**config.mk**
```make
export PLATFORM = sky130hd
export DESIGN_NAME = intercon_bus_ctrl_flat
export DESIGN_NICKNAME = d
export VERILOG_FILES = /design/src/rtl/intercon_bus_ctrl_if.sv /design/src/rtl/intercon_bus_ctrl.sv /design/src/flat_wrapper.sv
export SDC_FILE = /design/constraint.sdc
export NUM_CORES = 1
export LEC_CHECK = 0
export CAP_MARGIN = 20
export CORE_UTILIZATION = 55
export CTS_CLUSTER_DIAMETER = 40
export CTS_CLUSTER_SIZE = 20
export DETAILED_ROUTE_END_ITERATION = 10
export GPL_TIMING_DRIVEN = 0
export HOLD_SLACK_MARGIN = 0.06
export PLACE_DENSITY_LB_ADDON = 0.25
export RECOVER_POWER = 25
export SLEW_MARGIN = 20
export SYNTH_ARGS = -nofsm -noshare
export SYNTH_HDL_FRONTEND = slang
export SYNTH_SLANG_ARGS = --single-unit
```
**constraint.sdc**
```tcl
create_clock -name clk_i -period 2.75 [get_ports clk_i]
set_input_delay 0.55 -clock clk_i [delete_from_list [all_inputs] [get_ports clk_i]]
set_output_delay 0.55 -clock clk_i [all_outputs]
set_load 0.01 [all_outputs]
```
**src/rtl/intercon_bus_ctrl_if.sv**
```systemverilog
// Bus-side signal bundle of the round-robin interconnect controller.
// The controller sits on the slave modport; masters/slave drive through the master modport.
`ifndef INTERCON_MASTER_NUM
`define INTERCON_MASTER_NUM 4
`endif

interface intercon_bus_ctrl_if #(
  parameter int unsigned MASTER_NUM = `INTERCON_MASTER_NUM
);
  logic [MASTER_NUM-1:0] m_cyc_i;
  logic                  s_ack_i;
  logic                  s_err_i;
  logic                  s_rty_i;
  logic [MASTER_NUM-1:0] grant_o;
  logic                  cyc_o;
  logic [MASTER_NUM-1:0] last_o;
  logic                  tmo_err_o;

  modport slave (
    input  m_cyc_i, s_ack_i, s_err_i, s_rty_i,
    output grant_o, cyc_o, last_o, tmo_err_o
  );

  modport master (
    output m_cyc_i, s_ack_i, s_err_i, s_rty_i,
    input  grant_o, cyc_o, last_o, tmo_err_o
  );
endinterface

```
**src/rtl/intercon_bus_ctrl.sv**
```systemverilog
// Round-robin Wishbone bus controller: registered one-hot grant held for the whole
// bus cycle, priority rotating after each grant, watchdog release of stalled transfers.
`ifndef INTERCON_MASTER_NUM
`define INTERCON_MASTER_NUM 4
`endif

module intercon_bus_ctrl #(
  parameter int unsigned MASTER_NUM = `INTERCON_MASTER_NUM,
  parameter int unsigned TIMEOUT    = 255
) (
  input  logic                 clk_i,
  input  logic                 rst_i,
  intercon_bus_ctrl_if.slave   bus
);

  localparam int unsigned IDX_W = $clog2(MASTER_NUM);
  localparam int unsigned CNT_W = $clog2(TIMEOUT + 1);
  localparam logic [MASTER_NUM-1:0] LAST_RST = {1'b1, {(MASTER_NUM-1){1'b0}}};

  typedef enum logic [1:0] {S_IDLE, S_BUSY, S_DRAIN} state_t;

  state_t                r_state,    w_state_nxt;
  logic [MASTER_NUM-1:0] r_grant,    w_grant_nxt;
  logic [MASTER_NUM-1:0] r_last,     w_last_nxt;
  logic [IDX_W-1:0]      r_last_idx, w_last_idx_nxt;
  logic                  r_cyc,      w_cyc_nxt;
  logic                  r_tmo,      w_tmo_nxt;
  logic [CNT_W-1:0]      r_cnt,      w_cnt_nxt;
  logic [IDX_W-1:0]      w_win_idx;
  logic                  w_term;

  assign w_term = bus.s_ack_i | bus.s_err_i | bus.s_rty_i;

  // Nearest requester after the last owner wins; scanning farthest-first lets the nearest overwrite.
  always_comb begin : arb
    w_win_idx = r_last_idx;
    for (int d = int'(MASTER_NUM); d >= 1; d--) begin
      if (bus.m_cyc_i[IDX_W'((int'(r_last_idx) + d) % int'(MASTER_NUM))]) begin
        w_win_idx = IDX_W'((int'(r_last_idx) + d) % int'(MASTER_NUM));
      end
    end
  end

  always_ff @(posedge clk_i) begin : state_reg
    if (rst_i) begin
      r_state <= S_IDLE;
    end else begin
      r_state <= w_state_nxt;
    end
  end

  always_comb begin : next_state
    w_state_nxt    = r_state;
    w_grant_nxt    = r_grant;
    w_last_nxt     = r_last;
    w_last_idx_nxt = r_last_idx;
    w_cyc_nxt      = r_cyc;
    w_cnt_nxt      = r_cnt;
    w_tmo_nxt      = 1'b0;
    case (r_state)
      S_IDLE: begin
        if (|bus.m_cyc_i) begin
          w_grant_nxt    = MASTER_NUM'(1) << w_win_idx;
          w_last_nxt     = MASTER_NUM'(1) << w_win_idx;
          w_last_idx_nxt = w_win_idx;
          w_cyc_nxt      = 1'b1;
          w_cnt_nxt      = '0;
          w_state_nxt    = S_BUSY;
        end
      end
      S_BUSY: begin
        // Owner drop beats termination, which beats watchdog expiry.
        if (!bus.m_cyc_i[r_last_idx]) begin
          w_grant_nxt = '0;
          w_cyc_nxt   = 1'b0;
          w_cnt_nxt   = '0;
          w_state_nxt = S_IDLE;
        end else if (w_term) begin
          w_cnt_nxt = '0;
        end else if (r_cnt == CNT_W'(TIMEOUT - 1)) begin
          w_tmo_nxt   = 1'b1;
          w_grant_nxt = '0;
          w_cyc_nxt   = 1'b0;
          w_cnt_nxt   = '0;
          w_state_nxt = S_DRAIN;
        end else begin
          w_cnt_nxt = r_cnt + CNT_W'(1);
        end
      end
      S_DRAIN: begin
        if (!bus.m_cyc_i[r_last_idx]) begin
          w_state_nxt = S_IDLE;
        end
      end
      default: begin
        w_state_nxt = S_IDLE;
      end
    endcase
  end

  always_ff @(posedge clk_i) begin : out_regs
    if (rst_i) begin
      r_grant    <= '0;
      r_last     <= LAST_RST;
      r_last_idx <= IDX_W'(MASTER_NUM - 1);
      r_cyc      <= 1'b0;
      r_tmo      <= 1'b0;
      r_cnt      <= '0;
    end else begin
      r_grant    <= w_grant_nxt;
      r_last     <= w_last_nxt;
      r_last_idx <= w_last_idx_nxt;
      r_cyc      <= w_cyc_nxt;
      r_tmo      <= w_tmo_nxt;
      r_cnt      <= w_cnt_nxt;
    end
  end

  assign bus.grant_o   = r_grant;
  assign bus.cyc_o     = r_cyc;
  assign bus.last_o    = r_last;
  assign bus.tmo_err_o = r_tmo;

endmodule

```
**src/flat_wrapper.sv**
```systemverilog
// flat-port wrapper written by rule: the top's interface ports become plain ports
module intercon_bus_ctrl_flat 
#(
  parameter int unsigned MASTER_NUM = `INTERCON_MASTER_NUM,
  parameter int unsigned TIMEOUT    = 255
)
  (clk_i, rst_i, bus_m_cyc_i, bus_s_ack_i, bus_s_err_i, bus_s_rty_i, bus_grant_o, bus_cyc_o, bus_last_o, bus_tmo_err_o);
  intercon_bus_ctrl_if #(.MASTER_NUM(MASTER_NUM)) bus_i ();
  input  logic clk_i;
  input  logic rst_i;
  input wire logic [$bits(bus_i.m_cyc_i)-1:0] bus_m_cyc_i;
  input wire logic [$bits(bus_i.s_ack_i)-1:0] bus_s_ack_i;
  input wire logic [$bits(bus_i.s_err_i)-1:0] bus_s_err_i;
  input wire logic [$bits(bus_i.s_rty_i)-1:0] bus_s_rty_i;
  output wire logic [$bits(bus_i.grant_o)-1:0] bus_grant_o;
  output wire logic [$bits(bus_i.cyc_o)-1:0] bus_cyc_o;
  output wire logic [$bits(bus_i.last_o)-1:0] bus_last_o;
  output wire logic [$bits(bus_i.tmo_err_o)-1:0] bus_tmo_err_o;
  assign bus_i.m_cyc_i = bus_m_cyc_i;
  assign bus_i.s_ack_i = bus_s_ack_i;
  assign bus_i.s_err_i = bus_s_err_i;
  assign bus_i.s_rty_i = bus_s_rty_i;
  assign bus_grant_o = bus_i.grant_o;
  assign bus_cyc_o = bus_i.cyc_o;
  assign bus_last_o = bus_i.last_o;
  assign bus_tmo_err_o = bus_i.tmo_err_o;
  intercon_bus_ctrl #(.MASTER_NUM(MASTER_NUM), .TIMEOUT(TIMEOUT)) u_core (.clk_i(clk_i), .rst_i(rst_i), .bus(bus_i));
endmodule
```
==> results of run 1 <==
[layer usage]
| metal | track usage (%) | routed length, microns | part of all wire (%) |
|---|---|---|---|
| met2 | 41.6 | 1260 | 48 |
| met3 | 6.79 | 113 | 4.3 |
| met4 | 5.00 | 21 | 0.80 |
| met5 | 0 | 0 | 0 |
| met1 | 32.3 | 1250 | 47 |
[where the power goes]
part | leakage, nW | internal [mW] | switching [mW]
clock | 0.0279 | 0.147 | 0.107
sequential | 0.180 | 0.339 | 0.0121
combinational | 0.359 | 0.0744 | 0.0845
total | 0.566 | 0.561 | 0.204
[sequential cells by signal, indices dropped and copies added (netlist names)]
register              cells
u_core.r_cnt              8
u_core.bus.grant_o        4
u_core.bus.last_o         4
u_core.r_last_idx         2
u_core.r_state            2
u_core.bus.cyc_o          1
u_core.bus.tmo_err_o      1
[final timing paths]
check	startpoint	endpoint	cells past startpoint	slack (ps)
setup / recovery	bus_m_cyc_i[3]	u_core.bus.grant_o[2]$_SDFFE_PP0P_	6	500
hold / removal	u_core.bus.last_o[0]$_SDFFE_PP0P_	u_core.bus.last_o[0]$_SDFFE_PP0P_	2	470
setup reg to reg	u_core.r_last_idx[0]$_SDFFE_PP1P_	u_core.bus.grant_o[1]$_SDFFE_PP0P_	5	770
hold reg to reg	u_core.bus.last_o[0]$_SDFFE_PP0P_	u_core.bus.last_o[0]$_SDFFE_PP0P_	2	470
[cells by family after synthesis]
group           count (synthesis)
fa+ha+maj                       2
buf+inv                        12
flops                          22
simple gates                   58
mux                             3
compound gates                 36
xor+xnor                        1
[critical path: cells and delay by family]
kind | cells | cell delay [ps]
AO/OA/AOI/OAI | 1 | 190
buffers and inverters | 2 | 750
AND/OR/NAND/NOR | 3 | 1020
[cells in the final DEF, fill, tap and decap left out, types with 2 or more instances in the layout]
master / synthesis / final
nor3_1: 8 / 8
a221o_1: 3 / 3
o21ai_0: 4 / 4
o32ai_1: 3 / 3
dfxtp_1: 22 / 22
o2111a_1: 2 / 2
nand3_1: 7 / 7
a21o_1: 3 / 3
clkdlybuf4s50_1: 0 / 10
nor2b_1: 3 / 3
nor4_1: 3 / 3
a2111oi_0: 2 / 2
buf_6: 2 / 2
nand2_1: 9 / 9
nand4_1: 2 / 2
and2_1: 2 / 2
clkbuf_4: 0 / 3
dlygate4sd3_1: 0 / 8
nor2_1: 9 / 9
ha_1: 2 / 2
or3_1: 4 / 4
a21oi_1: 7 / 7
mux2_2: 2 / 2
clkbuf_1: 2 / 2
o22ai_1: 2 / 2
inv_1: 6 / 6
[area by class of cell]
class / count / share of cell area [%]
Buffer: 5 / 2.46
Clock buffer: 3 / 1.58
Clock inverter: 1 / 2.11
Inverter: 7 / 1.84
Multi-Input combinational cell: 100 / 46.1
Sequential cell: 22 / 30.9
Tap cell: 27 / 2.37
Timing Repair Buffer: 18 / 12.6
[stage by stage]
stage / util (%) / power [mW] / std cells
6_report: 72.0 / 0.765 / 183
3_5_place_dp: 69.3 / 0.519 / 179
3_3_place_gp: 69.3 / 0.514 / 179
4_1_cts: 72.0 / 0.764 / 183
2_1_floorplan: - / 0.454 / 134
5_1_grt: 72.0 / 0.789 / 183
==> flow_summary.json, run 1 <==
{
  "status": "finished clean",
  "ctsHoldBuffers": 0,
  "slew_viol_final": 0,
  "route.detailed.drc": 0,
  "grt_first_pass_wirelength_mm": 3.93,
  "synth_top_area_cell": "dfxtp_1",
  "synthMuxAreaShare_pct": 2.80,
  "synth_edf_count": 0,
  "cts-htree-levels": 1,
  "crit_path_top_delay_cell": "dlygate4sd3_1",
  "leakage_nw": 0.566,
  "arrival_ps": 2500,
  "hold_viol": 0,
  "first_pass_iters": 4,
  "synthFlopType": "dfxtp_1",
  "io_buffers": 18,
  "cts_inserted_buffers": 3,
  "grt_pass1_vias": 898,
  "cts.sinks": 22,
  "slowest_delay_ps": 600,
  "crit_chain": "dlygate4sd3_1, nor4_1, or3_1, buf_6, or4_4, o22ai_2",
  "slew_headroom_pct": 55.4,
  "detail-route-antenna-nets": 0,
  "row_count": 16,
  "max_cap_violations": 0,
  "wl_per_cell_microns": 14.4,
  "path_clk_slew_ps": 120,
  "async_flop_share_pct": 0,
  "synth_common_cells": "dfxtp_1 (22), nand2_1 (9), nor2_1 (9)",
  "fin_skew_ps": 12.5,
  "drtIter0Drc": 23,
  "dp.final_hpwl_mm": 1.92,
  "yosys_warnings": 0,
  "diodes": 0,
  "seq_area_sq_um": 440,
  "antenna_found_initial": 0,
  "grt_use_total_pct": 24.9,
  "finalSetupViolCount": 0,
  "ios": 19,
  "crit_fanout": 8,
  "finalSetupTns_ps": 0,
  "die_area_sq_mm": 0.00230,
  "globalplace.congestion": 0.802,
  "synth-seq-area-share_pct": 38.0,
  "grt_overflow": 0,
  "vias": 1087,
  "clk_latency_ps": 320,
  "ys_top_cells_by_area": "dfxtp_1 (38%), nor3_1 (3.5%), a21oi_1 (3.0%)",
  "start_kind": "input pin",
  "cts_root_buf": "clkbuf_4",
  "whs_ps": 470,
  "path_class": "in2reg",
  "tritoncts": "done",
  "postLayoutCellArea_sq_mm": 0.00143,
  "finalCritPeriodShare_pct": 81.9,
  "area_growth_pct": 23.0,
  "pwr_density_cell_mw_per_mm2": 536,
  "clock.fmax_mhz": 444,
  "totalWireLength_mm": 2.64,
  "die_w_microns": 47.9,
  "design.core.area_sq_mm": 0.00198,
  "cts_resized": 0,
  "multi_input_area_sq_um": 658,
  "synth_top_family_by_area": "simple AND/OR/NAND/NOR gates",
  "post_cts_buffers": 0,
  "cts_buffer_depth": 2,
  "synth_most_common_cell": "dfxtp_1",
  "fin_ws_ps": 497,
  "synth-seq-cells": 22,
  "synth_fp_nets": 145,
  "synth_top_area_share_pct": 38.0,
  "yosys.area_share.simple_pct": 27.8,
  "min_path_type": "reg2reg",
  "drive_gt1_share_pct": 7.05,
  "syn_inst": 134,
  "tightest_slew_ps": 663,
  "die_h_microns": 47.9,
  "start_util_pct": 58.5,
  "synthDistinctLibCells": 48,
  "post_dp_cell_area_sq_mm": 0.00137,
  "min_period_ps": 2250,
  "rsz0062_at_grt": "false",
  "grt_max_degree": 14,
  "synth_area_sq_mm": 0.00116,
  "max-vdd-ir-drop_v": 0.000428,
  "synth-compound-area-share_pct": 23.2,
  "synth_fa_ha_area_share_pct": 2.16,
  "dp_slack_ps": 246,
  "fillCellCount": 150,
  "layout.nets": 168,
  "synth-xor-area-share_pct": 0.755,
  "crit_path_end_kind": "flop",
  "crit_required_ps": 3000,
  "syn_area_per_cell_sq_um": 8.66,
  "viasPerCell": 5.94
}
Note: power is estimated with default switching activity, not from simulation.
==> run 2: changes to the inputs <==
CORE_UTILIZATION = 52   (was 55)
clock period = 2.3 ns   (was 2.75 ns; I/O delays follow)
==> run 2 against run 1 <==
Sequential share of layout area up 0.66 points. Clock power decreased by 33%. Register-to-register slack got worse by 480 ps. Total power rose by 2.1%. Die area is 5.5% higher. Sequential power is 19% higher. Routed wire length fell by 3.5%. Count of clock-buffer cells in the layout unchanged. Utilization is 2.9 points lower. Combinational power up 20%.
==> flow_summary.json, run 2 (synthesis results as in run 1) <==
{
  "status": "finished clean",
  "rr_worst_depth": 5,
  "ios": 19,
  "crit_required_ps": 2540,
  "cts_inserted_buffers": 3,
  "finalCritPeriodShare_pct": 91.6,
  "cts-htree-levels": 1,
  "drtIter0Drc": 30,
  "grt_first_pass_wirelength_mm": 4.36,
  "clk_latency_ps": 300,
  "first_pass_iters": 4,
  "diodes": 0,
  "reg2reg_to": "u_core.bus.grant_o[0]$_SDFFE_PP0P_",
  "layout.nets": 168,
  "area_growth_pct": 20.4,
  "r2r-start": "u_core.r_last_idx[0]$_SDFFE_PP1P_",
  "grt_overflow": 0,
  "row_count": 16,
  "setup.worst_path.end": "u_core.bus.grant_o[2]$_SDFFE_PP0P_",
  "min_path_type": "reg2reg",
  "largest_reg_flops": 8,
  "leakage_nw": 0.553,
  "top_register": "u_core.r_cnt",
  "crit_path_top_delay_cell": "or4_4",
  "antenna_found_initial": 0,
  "ff2ff_setup_slack_ps": 290,
  "globalplace.congestion": 0.839,
  "crit_path_end_kind": "flop",
  "clock.fmax_mhz": 475,
  "cts.sinks": 22,
  "wl_per_cell_microns": 14.0,
  "fillCellCount": 163,
  "crit_chain": "clkdlybuf4s50_1, nor4_1, or3_1, buf_6, or4_4, o22ai_2",
  "drive_gt1_share_pct": 6.45,
  "cts_buffer_depth": 2,
  "post_cts_buffers": 0,
  "totalWireLength_mm": 2.55,
  "tightest_slew_ps": 610,
  "hold_viol": 0,
  "crit_fanout": 8,
  "finalSetupViolCount": 0,
  "startpoint": "bus_m_cyc_i[3]",
  "route.detailed.drc": 0,
  "min_period_ps": 2110,
  "dp.final_hpwl_mm": 1.89,
  "final_common_cell": "dfxtp_1",
  "whs_ps": 471,
  "ctsHoldBuffers": 0,
  "path_class": "in2reg",
  "slowest_delay_ps": 570,
  "design.core.area_sq_mm": 0.00202,
  "grt_use_total_pct": 23.0,
  "pwr_density_cell_mw_per_mm2": 559,
  "slew_viol_final": 0,
  "detail-route-antenna-nets": 0,
  "cts_root_buf": "clkbuf_4",
  "max_cap_violations": 0,
  "die_w_microns": 49.2,
  "layout_common_cells": "dfxtp_1 (22), clkdlybuf4s50_1 (11), nand2_1 (9), nor2_1 (9), nor3_1 (8)",
  "p_total_mw": 0.781,
  "slew_headroom_pct": 59.4,
  "die_area_sq_mm": 0.00242,
  "cts_resized": 0,
  "arrival_ps": 2340,
  "tritoncts": "done",
  "max-vdd-ir-drop_v": 0.000594,
  "rsz0062_at_grt": "false",
  "start_kind": "input pin",
  "start_util_pct": 57.4,
  "io_buffers": 18,
  "grt_pass1_vias": 1040,
  "path_clk_slew_ps": 110,
  "fin_skew_ps": 4.67,
  "die_h_microns": 49.2,
  "viasPerCell": 5.98,
  "grt_max_degree": 12,
  "vias": 1088
}
-- run 2: worst min-delay path by stage --
stage | from | to | cells past startpoint
4_1_cts | u_core.bus.last_o[0]$_SDFFE_PP0P_ | u_core.bus.last_o[0]$_SDFFE_PP0P_ | 2
2_1_floorplan | u_core.r_cnt[0]$_SDFFE_PP0P_ | u_core.r_cnt[0]$_SDFFE_PP0P_ | 2
3_5_place_dp | u_core.bus.cyc_o$_SDFFE_PP0P_ | u_core.bus.cyc_o$_SDFFE_PP0P_ | 2
6_report | u_core.bus.last_o[0]$_SDFFE_PP0P_ | u_core.bus.last_o[0]$_SDFFE_PP0P_ | 2
3_3_place_gp | u_core.bus.grant_o[3]$_SDFFE_PP0P_ | u_core.bus.grant_o[3]$_SDFFE_PP0P_ | 2
5_1_grt | u_core.bus.grant_o[2]$_SDFFE_PP0P_ | u_core.bus.grant_o[2]$_SDFFE_PP0P_ | 2
-- run 2: worst max-delay path: cells and delay by family --
kind	cells	cell delay, ps
and+or+nand+nor	3	1020
buffers and inverters	2	700
AOI/OAI and AO/OA	1	170
-- run 2: routing by layer --
| layer | track usage (%) | vias up | share of wire [%] |
|---|---|---|---|
| met2 | 38.8 | 27 | 48 |
| li1 | - | 550 | - |
| met4 | 11.3 | 0 | 1.5 |
| met1 | 28.9 | 507 | 48 |
| met3 | 2.18 | 4 | 2.6 |
| met5 | 0 | - | 0 |
-- run 2: final cells by class --
class | count | area, sq um | area share [%]
timing repair buffer | 18 | 180 | 12.9
multi-input combinational | 100 | 658 | 47.1
clock buffer | 3 | 22.5 | 1.61
buffer | 5 | 35.0 | 2.51
inverter | 7 | 26.3 | 1.88
tap | 27 | 33.8 | 2.42
sequential | 22 | 440 | 31.5
-- run 2: power by group --
part	internal [mW]	total (mW)	leakage [nW]	switching [mW]
Combinational	0.0895	0.191	0.360	0.101
Clock	0.0612	0.171	0.0138	0.110
Sequential	0.405	0.419	0.180	0.0136
-- run 2: per-stage QoR --
stage               utilization [%]  std cells  setup TNS (ps)  worst slack, ps  cell area, sq um
floorplan                         -        134               0              558              1160
global placement               67.9        179            -217            -80.9              1370
detailed placement             67.9        179            -393             -104              1370
CTS                            69.1        182               0              214              1400
global route                   69.1        182               0             31.0              1400
finish                         69.1        182               0              193              1400
